==> src/rtl/dtw_pkg.sv <==
// Shared definitions for the DTW reference streaming path: FSM encoding and stream field widths.
package dtw_pkg;

  typedef enum logic [1:0] {
    ST_IDLE   = 2'd0,
    ST_STREAM = 2'd1,
    ST_DRAIN  = 2'd2,
    ST_DONE   = 2'd3
  } dtw_state_e;

  // Sideband carried next to each sample in the output buffer.
  localparam int STREAM_LAST_W = 1;

  function automatic int fifo_cnt_w(input int depth);
    return $clog2(depth) + 1;
  endfunction

endpackage

==> src/rtl/dtw_stream_fifo.sv <==
// Show-ahead synchronous FIFO with occupancy count and flush; holds (last, data) stream entries.
module dtw_stream_fifo
  import dtw_pkg::*;
#(
  parameter int WIDTH = 17,
  parameter int DEPTH = 4,
  localparam int PTR_W = $clog2(DEPTH),
  localparam int CNT_W = fifo_cnt_w(DEPTH)
) (
  input  logic             clk_in,
  input  logic             rst_in,
  input  logic             flush,
  input  logic             push,
  input  logic [WIDTH-1:0] din,
  input  logic             pop,
  output logic [WIDTH-1:0] dout,
  output logic             empty,
  output logic [CNT_W-1:0] count
);

  logic [WIDTH-1:0] mem [DEPTH];
  logic [PTR_W-1:0] wr_ptr;
  logic [PTR_W-1:0] rd_ptr;
  logic             do_push;
  logic             do_pop;

  assign empty   = (count == '0);
  assign do_push = push && (count != CNT_W'(DEPTH));
  assign do_pop  = pop && !empty;
  assign dout    = mem[rd_ptr];

  always_ff @(posedge clk_in) begin
    if (do_push && !flush) mem[wr_ptr] <= din;
  end

  // DEPTH is a power of two, so the pointers wrap on their own.
  always_ff @(posedge clk_in) begin
    if (rst_in || flush) begin
      wr_ptr <= '0;
      rd_ptr <= '0;
      count  <= '0;
    end else begin
      if (do_push) wr_ptr <= wr_ptr + PTR_W'(1);
      if (do_pop)  rd_ptr <= rd_ptr + PTR_W'(1);
      case ({do_push, do_pop})
        2'b10:   count <= count + CNT_W'(1);
        2'b01:   count <= count - CNT_W'(1);
        default: count <= count;
      endcase
    end
  end

endmodule

==> src/rtl/dtw_core_ref_streamer.sv <==
// Walks the loaded reference memory once per start and streams samples over valid/ready.
// Stream handshake: a beat transfers when m_valid_out & m_ready_in at a rising clk_in;
// while m_valid_out is high and not accepted, m_data_out/m_last_out hold steady.
module dtw_core_ref_streamer
  import dtw_pkg::*;
#(
  parameter int DATA_WIDTH       = 16,
  parameter int ADDR_WIDTH       = 32,
  parameter int REFMEM_PTR_WIDTH = 20,
  parameter int BUF_DEPTH        = 4
) (
  input  logic                        clk_in,
  input  logic                        rst_in,
  input  logic                        start_in,
  input  logic                        abort_in,
  input  logic [ADDR_WIDTH-1:0]       ref_len_in,
  input  logic                        ref_load_done_in,
  output logic                        busy_out,
  output logic                        done_out,
  output logic                        err_out,
  output logic [REFMEM_PTR_WIDTH-1:0] ref_addr_out,
  input  logic [DATA_WIDTH-1:0]       ref_data_in,
  output logic [DATA_WIDTH-1:0]       m_data_out,
  output logic                        m_valid_out,
  input  logic                        m_ready_in,
  output logic                        m_last_out,
  output logic [1:0]                  dbg_state
);

  localparam int CNT_W   = fifo_cnt_w(BUF_DEPTH);
  localparam int ENTRY_W = DATA_WIDTH + STREAM_LAST_W;

  dtw_state_e                  state_q, state_d;
  logic [REFMEM_PTR_WIDTH-1:0] addr_q;
  logic [REFMEM_PTR_WIDTH-1:0] len_q;
  logic [REFMEM_PTR_WIDTH-1:0] len_in;
  logic                        inflight_q;
  logic                        inflight_last_q;
  logic                        err_q;
  logic                        err_d;
  logic                        issue;
  logic                        flush;
  logic                        at_last_addr;
  logic                        credit_ok;
  logic                        fifo_empty;
  logic [CNT_W-1:0]            occ;
  logic [ENTRY_W-1:0]          fifo_dout;
  logic                        unused_len_hi;

  assign len_in        = ref_len_in[REFMEM_PTR_WIDTH-1:0];
  assign unused_len_hi = ^ref_len_in[ADDR_WIDTH-1:REFMEM_PTR_WIDTH];
  assign at_last_addr  = (addr_q == len_q - REFMEM_PTR_WIDTH'(1));
  // Credits count the read still on its way back; a same-cycle pop is deliberately ignored.
  assign credit_ok     = (occ + CNT_W'(inflight_q)) < CNT_W'(BUF_DEPTH);

  always_comb begin
    state_d = state_q;
    issue   = 1'b0;
    err_d   = 1'b0;
    flush   = 1'b0;
    case (state_q)
      ST_IDLE: begin
        if (start_in) begin
          if (ref_load_done_in && (len_in != '0)) state_d = ST_STREAM;
          else                                    err_d   = 1'b1;
        end
      end
      ST_STREAM: begin
        if (credit_ok) begin
          issue = 1'b1;
          if (at_last_addr) state_d = ST_DRAIN;
        end
      end
      ST_DRAIN: begin
        if (fifo_empty && !inflight_q) state_d = ST_DONE;
      end
      ST_DONE: state_d = ST_IDLE;
      default: state_d = ST_IDLE;
    endcase
    if (abort_in) begin
      state_d = ST_IDLE;
      issue   = 1'b0;
      err_d   = 1'b0;
      flush   = 1'b1;
    end
  end

  always_ff @(posedge clk_in) begin
    if (rst_in) begin
      state_q         <= ST_IDLE;
      addr_q          <= '0;
      len_q           <= '0;
      inflight_q      <= 1'b0;
      inflight_last_q <= 1'b0;
      err_q           <= 1'b0;
    end else begin
      state_q         <= state_d;
      err_q           <= err_d;
      inflight_q      <= issue;
      inflight_last_q <= issue && at_last_addr;
      if (state_q == ST_IDLE && state_d == ST_STREAM) len_q <= len_in;
      // The final address is held through DRAIN/DONE rather than stepping past the reference.
      if (state_d == ST_IDLE)           addr_q <= '0;
      else if (issue && !at_last_addr)  addr_q <= addr_q + REFMEM_PTR_WIDTH'(1);
    end
  end

  dtw_stream_fifo #(
    .WIDTH (ENTRY_W),
    .DEPTH (BUF_DEPTH)
  ) u_fifo (
    .clk_in (clk_in),
    .rst_in (rst_in),
    .flush  (flush),
    .push   (inflight_q),
    .din    ({inflight_last_q, ref_data_in}),
    .pop    (m_valid_out && m_ready_in),
    .dout   (fifo_dout),
    .empty  (fifo_empty),
    .count  (occ)
  );

  assign m_valid_out  = !fifo_empty;
  assign m_data_out   = fifo_empty ? '0 : fifo_dout[DATA_WIDTH-1:0];
  assign m_last_out   = fifo_empty ? 1'b0 : fifo_dout[DATA_WIDTH];
  assign busy_out     = (state_q != ST_IDLE);
  assign done_out     = (state_q == ST_DONE);
  assign err_out      = err_q;
  assign ref_addr_out = addr_q;
  assign dbg_state    = state_q;

endmodule

==> config.mk <==
export PLATFORM = sky130hd
export DESIGN_NAME = dtw_core_ref_streamer
export DESIGN_NICKNAME = d
export VERILOG_FILES = /design/src/rtl/dtw_pkg.sv /design/src/rtl/dtw_stream_fifo.sv /design/src/rtl/dtw_core_ref_streamer.sv
export SDC_FILE = /design/constraint.sdc
export NUM_CORES = 1
export LEC_CHECK = 0
export CORE_UTILIZATION = 35
export DETAILED_ROUTE_END_ITERATION = 7
export PLACE_DENSITY = 0.6
export SYNTH_ARGS = -nofsm -noshare
export SYNTH_HDL_FRONTEND = slang
export SYNTH_SLANG_ARGS = --single-unit
export TNS_END_PERCENT = 20
==> constraint.sdc <==
create_clock -name clk_in -period 6.7 [get_ports clk_in]
set_input_delay 1.34 -clock clk_in [delete_from_list [all_inputs] [get_ports clk_in]]
set_output_delay 1.34 -clock clk_in [all_outputs]
set_load 0.1 [all_outputs]
### Word level (Yosys, flattened, before mapping)

Memory sizes are Yosys's and may differ from the RTL's. A register that Yosys moved wholly into a read port is not among the register bits.
Cells that the tools add are included.

* register bits: 52
* logic and storage cells: 69
* input port bits: 54
* memory bits (writable): 68
* output and inout bits: 43
* memories: 1

* bitwise logic cells: 2
* order comparisons: 1
* add/subtract/negate cells: 7
* reductions and logical operators: 22
* equal/unequal tests: 8
* muxes and demuxes: 19

Memory list
* u_fifo.mem: depth 4, bits a word 17, read ports 1, clocked after Yosys merged registers in 1, wr ports 1, line dtw_stream_fifo.sv:21 `logic [WIDTH-1:0] mem [DEPTH];`

Operator list (count)
* adder 20 x 1 -> 20 bit, second input constant: 1
* == test 20 bit: 1
* nonzero test 20 bit: 1
* subtractor 20 x 1 -> 20 bit, second input constant: 1
* two-way mux 16 bit: 1
* two-way mux 2 bit: 8
* logical AND 1 bit: 9
* two-way mux 1 bit: 8
* case mux 2 bit (4 select lines): 1
* == test 2 x 1 -> 1 bit, second input constant: 3
* == test 2 bit, second input constant: 3
* case mux 3 bit (2 select lines): 1
* adder 2 x 1 -> 2 bit, second input constant: 2
* logical NOT 1 bit: 4
* logical NOT 2 bit: 2
* nonzero test 2 bit: 2
* OR reduction 4 bit: 1
* adder 3 x 1 -> 3 bit: 1
* adder 3 x 1 -> 3 bit, second input constant: 1
* logical NOT 3 bit: 1
* < comparator 3 bit, second input constant: 1
* != test 3 bit, second input constant: 1
* subtractor 3 x 1 -> 3 bit, second input constant: 1
* NOT 1 bit: 2
* other kinds (2): 2

### Depth between registers and ports, before layout

* word-level depth: 8
* depth in mapped cells: 12
* depth with buffers taken out: 10

### Hierarchy

A second synthesis with hierarchy kept.

* cells, all modules: 506
* area, all modules: 5898.2 sq um

By module, submodules not included
* dtw_stream_fifo: seq. area each 2222.1 sq um, times used 1, cells an instance 144, area each 2970.3 sq um
* dtw_core_ref_streamer: seq. area each 900.9 sq um, times used 1, cells an instance 362, area each 2927.8 sq um

### Worst setup path before layout

No wires, ideal clock.

* kind: register to output
* start point: reg u_fifo.count[2]
* end point: out m_data_out[10]
* arrival time: 2.535 ns
* stages on the path, launching flop included: 5
* path buffers: 2
* setup slack: 2.825 ns
* data required time: 5.360 ns
* cell sequence: dfxtp_1 > or3_1 > clkbuf_1 > clkbuf_1 > and2_1

* longest elaborated chain between the ends: 2

Ends and longest elaborated chain
* start, declared: line dtw_stream_fifo.sv:18 `output logic [CNT_W-1:0] count`
* start signal, assigned: line dtw_stream_fifo.sv:46 `2'b10: count <= count + CNT_W'(1);`
* start signal, assigned: line dtw_stream_fifo.sv:47 `2'b01: count <= count - CNT_W'(1);`
* start signal, assigned: line dtw_stream_fifo.sv:48 `default: count <= count;`
* logical NOT 3 bit: line dtw_stream_fifo.sv:27 `assign empty = (count == '0);`
* two-way mux 16 bit: line dtw_core_ref_streamer.sv:124 `assign m_data_out = fifo_empty ? '0 : fifo_dout[DATA_WIDTH-1:0];`
* end, declared: line dtw_core_ref_streamer.sv:23 `output logic [DATA_WIDTH-1:0] m_data_out,`

Every way passes these cells.

==> flow_metrics.env <==
export IMPL_status="finished, final reports clean"
export IMPL_htree_levels=4
export IMPL_crit_fanout=17
export IMPL_leakage_nw=2.46
export IMPL_cts_sinks=122
export IMPL_setup_worst_path_end_class="output port"
export IMPL_fin_crit_ns=4.26
export IMPL_grt_max_degree=31
export IMPL_ctsResizeCount=0
export IMPL_synth_top_cells_by_area="edfxtp_1 36%, dfxtp_1 19%, mux4_2 6.7%, xnor2_1 4.0%, mux2i_1 3.9%"
export IMPL_worstReg2RegEnd="ref_addr_out[8]"
export IMPL_synth_area_um2=5710
export IMPL_layout_common_cells="84 x clkdlybuf4s50_1, 68 x edfxtp_1, 54 x dfxtp_1"
export IMPL_dieWidth_um=130
export IMPL_synth_xor_area_share_pct=6.29
export IMPL_post_route_drc_count=0
export IMPL_drt_iter0_drc=221
export IMPL_vias_per_cell=5.10
export IMPL_crit_slowest_cell="clkdlybuf4s50_1"
export IMPL_p_per_area_nw_per_um2=244
export IMPL_r2r_start="len_q[0]"
export IMPL_cts_root_buf="clkbuf_16"
export IMPL_final_common_cell="clkdlybuf4s50_1"
export IMPL_coreArea_um2=15900
export IMPL_synth_nets=529
export IMPL_maxSlewHeadroom_pct=25.7
export IMPL_setup_viol=0
export IMPL_grt_pass1_wl_um=20200
export IMPL_arrival_ns=2.92
export IMPL_synth_distinct_cells=57
export IMPL_min_path_cells=0
export IMPL_cp_required_ns=5.36
export IMPL_synthCells=467
export IMPL_final_util_pct=45.8
export IMPL_synth_top_area_share_pct=35.7
export IMPL_worst_pin_slew_ns=1.11
export IMPL_post_cts_buffers=0
export IMPL_synth_fa_ha_area_share_pct=1.88
export IMPL_clock_path_buffers=2
export IMPL_area_delta_synth_final_pct=27.4
export IMPL_synth_top_family_by_area="simple AND/OR/NAND/NOR gates"
export IMPL_worstRegToRegCells=10
export IMPL_synthFlopType="edfxtp_1"
export IMPL_synth_edf_count=68
export IMPL_clock_latency_ns=0.41
export IMPL_final_nets=610
export IMPL_criticalPathCategory="reg2out"
export IMPL_syn_avg_cell_area_um2=12.2
export IMPL_fp_dieH_um=130
export IMPL_reg2reg_slack_ns=3.03
export IMPL_ir_drop_mv=0.171
export IMPL_startpoint_type="flop"
export IMPL_synth_area_leader_cell="edfxtp_1"
export IMPL_port_buffers=84
export IMPL_synthSimpleGateAreaFrac_pct=16.2
export IMPL_num_antenna_cells=0
export IMPL_ant_nets=0
export IMPL_grt_pass1_vias=4145
export IMPL_clock_skew_ns=0.00755
export IMPL_max_stage_delay_ns=1.14
export IMPL_clkSlewWorstSetupHoldPaths_ns=0.06
export IMPL_drive_gt1_share_pct=11.9
export IMPL_synth_compound_area_share_pct=7.38
export IMPL_fin_setup_tns_ns=0
export IMPL_num_vias=3961
export IMPL_yosys_warnings=0
export IMPL_maxSlewViolCount=0
export IMPL_grt_overflow=0
export IMPL_hold_viol=0
export IMPL_maxCapViolCount=0
export IMPL_io_pins=97
export IMPL_cts_hold_buf=0
export IMPL_antenna_found_initial=0
export IMPL_place_gp_congestion=0.745
export IMPL_endpoint="m_data_out[2]"
export IMPL_yosysSeqAreaShare_pct=54.7
export IMPL_synth_mux_area_share_pct=10.6
export IMPL_dp_hpwl_um=8780
export IMPL_cts_buffers=17
export IMPL_async_flop_share_pct=0
export IMPL_initial_core_util_pct=36.0
export IMPL_ys_ff_latch=122
export IMPL_rsz0062_at_grt="no"
export IMPL_num_rows=46
export IMPL_path_cells="mux4_2 > and2_1 > clkdlybuf4s50_1"
export IMPL_wl_um=12700
export IMPL_grtUsageTotal_pct=15.9
export IMPL_avgRoutedWirePerCell_um=16.3
export IMPL_cts_tree="yes"
export IMPL_hold_path_class="reg2reg"
export IMPL_dr_pass1_iters=4
export IMPL_fmax_mhz=235
export IMPL_die_area_um2=16800
export IMPL_finalCritPeriodShare_pct=63.5
[layout make-up]
cell class                      count  area, um^2
Multi-Input combinational cell    307        2420
Clock buffer                       18         429
Inverter                           13        48.8
Fill cell                        1467        8610
Clock inverter                     14         124
Tap cell                          216         270
Sequential cell                   122        3120
Timing Repair Buffer               87         863
[flip-flops by register name, indices dropped and copies added, names as in the netlist, named ones only]
signal           count
inflight_last_q      1
u_fifo.wr_ptr        2
err_out              1
u_fifo.mem          68
len_q               20
u_fifo.rd_ptr        2
u_fifo.count         3
ref_addr_out        20
inflight_q           1
dbg_state            2
[where the power goes]
| group | total, W | switching, W | internal [W] |
|---|---|---|---|
| Sequential | 0.000802 | 0.00000765 | 0.000794 |
| Clock | 0.000848 | 0.000337 | 0.000510 |
| Combinational | 0.000126 | 0.0000648 | 0.0000610 |
| Total | 0.00178 | 0.000410 | 0.00137 |
[per-layer routing]
layer	vias to the layer above	routed length [um]	GRT usage, %
met5	-	0	0
met4	0	255	6.36
met3	18	536	4.51
met2	92	6540	29.4
met1	1934	5360	17.0
li1	1917	-	-
[synth_stat cells, types with 13 or more instances]
master / instances
edfxtp_1: 68
mux4_2: 17
nand2_1: 13
inv_1: 13
xnor2_1: 26
clkbuf_1: 17
dfxtp_1: 54
xor2_1: 15
a21oi_1: 19
mux2i_1: 22
and2_1: 23
nor2_1: 40
[stage by stage]
| step | cell area (um^2) | hold slack [ns] | setup slack [ns] | instances | power, W |
|---|---|---|---|---|---|
| finish | 7280 | 0.470 | 2.44 | 777 | 0.00178 |
| global route | 7280 | 0.506 | 2.28 | 777 | 0.00184 |
| CTS | 7280 | 0.480 | 2.38 | 777 | 0.00180 |
| detailed placement | 6720 | 0.465 | 2.83 | 745 | 0.000944 |
| global placement | 6720 | 0.447 | 2.80 | 745 | 0.000940 |
| floorplan | 5710 | 0.438 | 2.82 | 467 | 0.000896 |
[how the worst min path moves through the flow]
| stage | startpoint | endpoint | slack (ns) |
|---|---|---|---|
| after detailed placement | inflight_last_q | u_fifo.mem[2][16] | 0.47 |
| after global placement | inflight_last_q | u_fifo.mem[2][16] | 0.45 |
| after floorplan | inflight_last_q | u_fifo.mem[0][16] | 0.44 |
| after CTS | inflight_last_q | u_fifo.mem[2][16] | 0.48 |
| final | inflight_last_q | u_fifo.mem[1][16] | 0.47 |
| after global routing | inflight_last_q | u_fifo.mem[3][16] | 0.51 |
[worst max-delay path: cells and delay by family (launching register included)]
family	cells	cell delay (ns)
flip-flops	1	0.88
multiplexers	1	0.35
AND/OR/NAND/NOR	1	0.13
buffers and inverters	1	1.14
[logic make-up (layout without fill, tap and decap cells)]
family	count (synthesis)	in the layout
AND/OR/NAND/NOR	159	159
flip-flops	122	122
AO/OA/AOI/OAI	60	60
XOR/XNOR	41	41
multiplexers	39	39
buffers and inverters	38	132
adder cells (fa/ha/maj)	8	8
No activity file was read; power rests on OpenSTA's default activity.
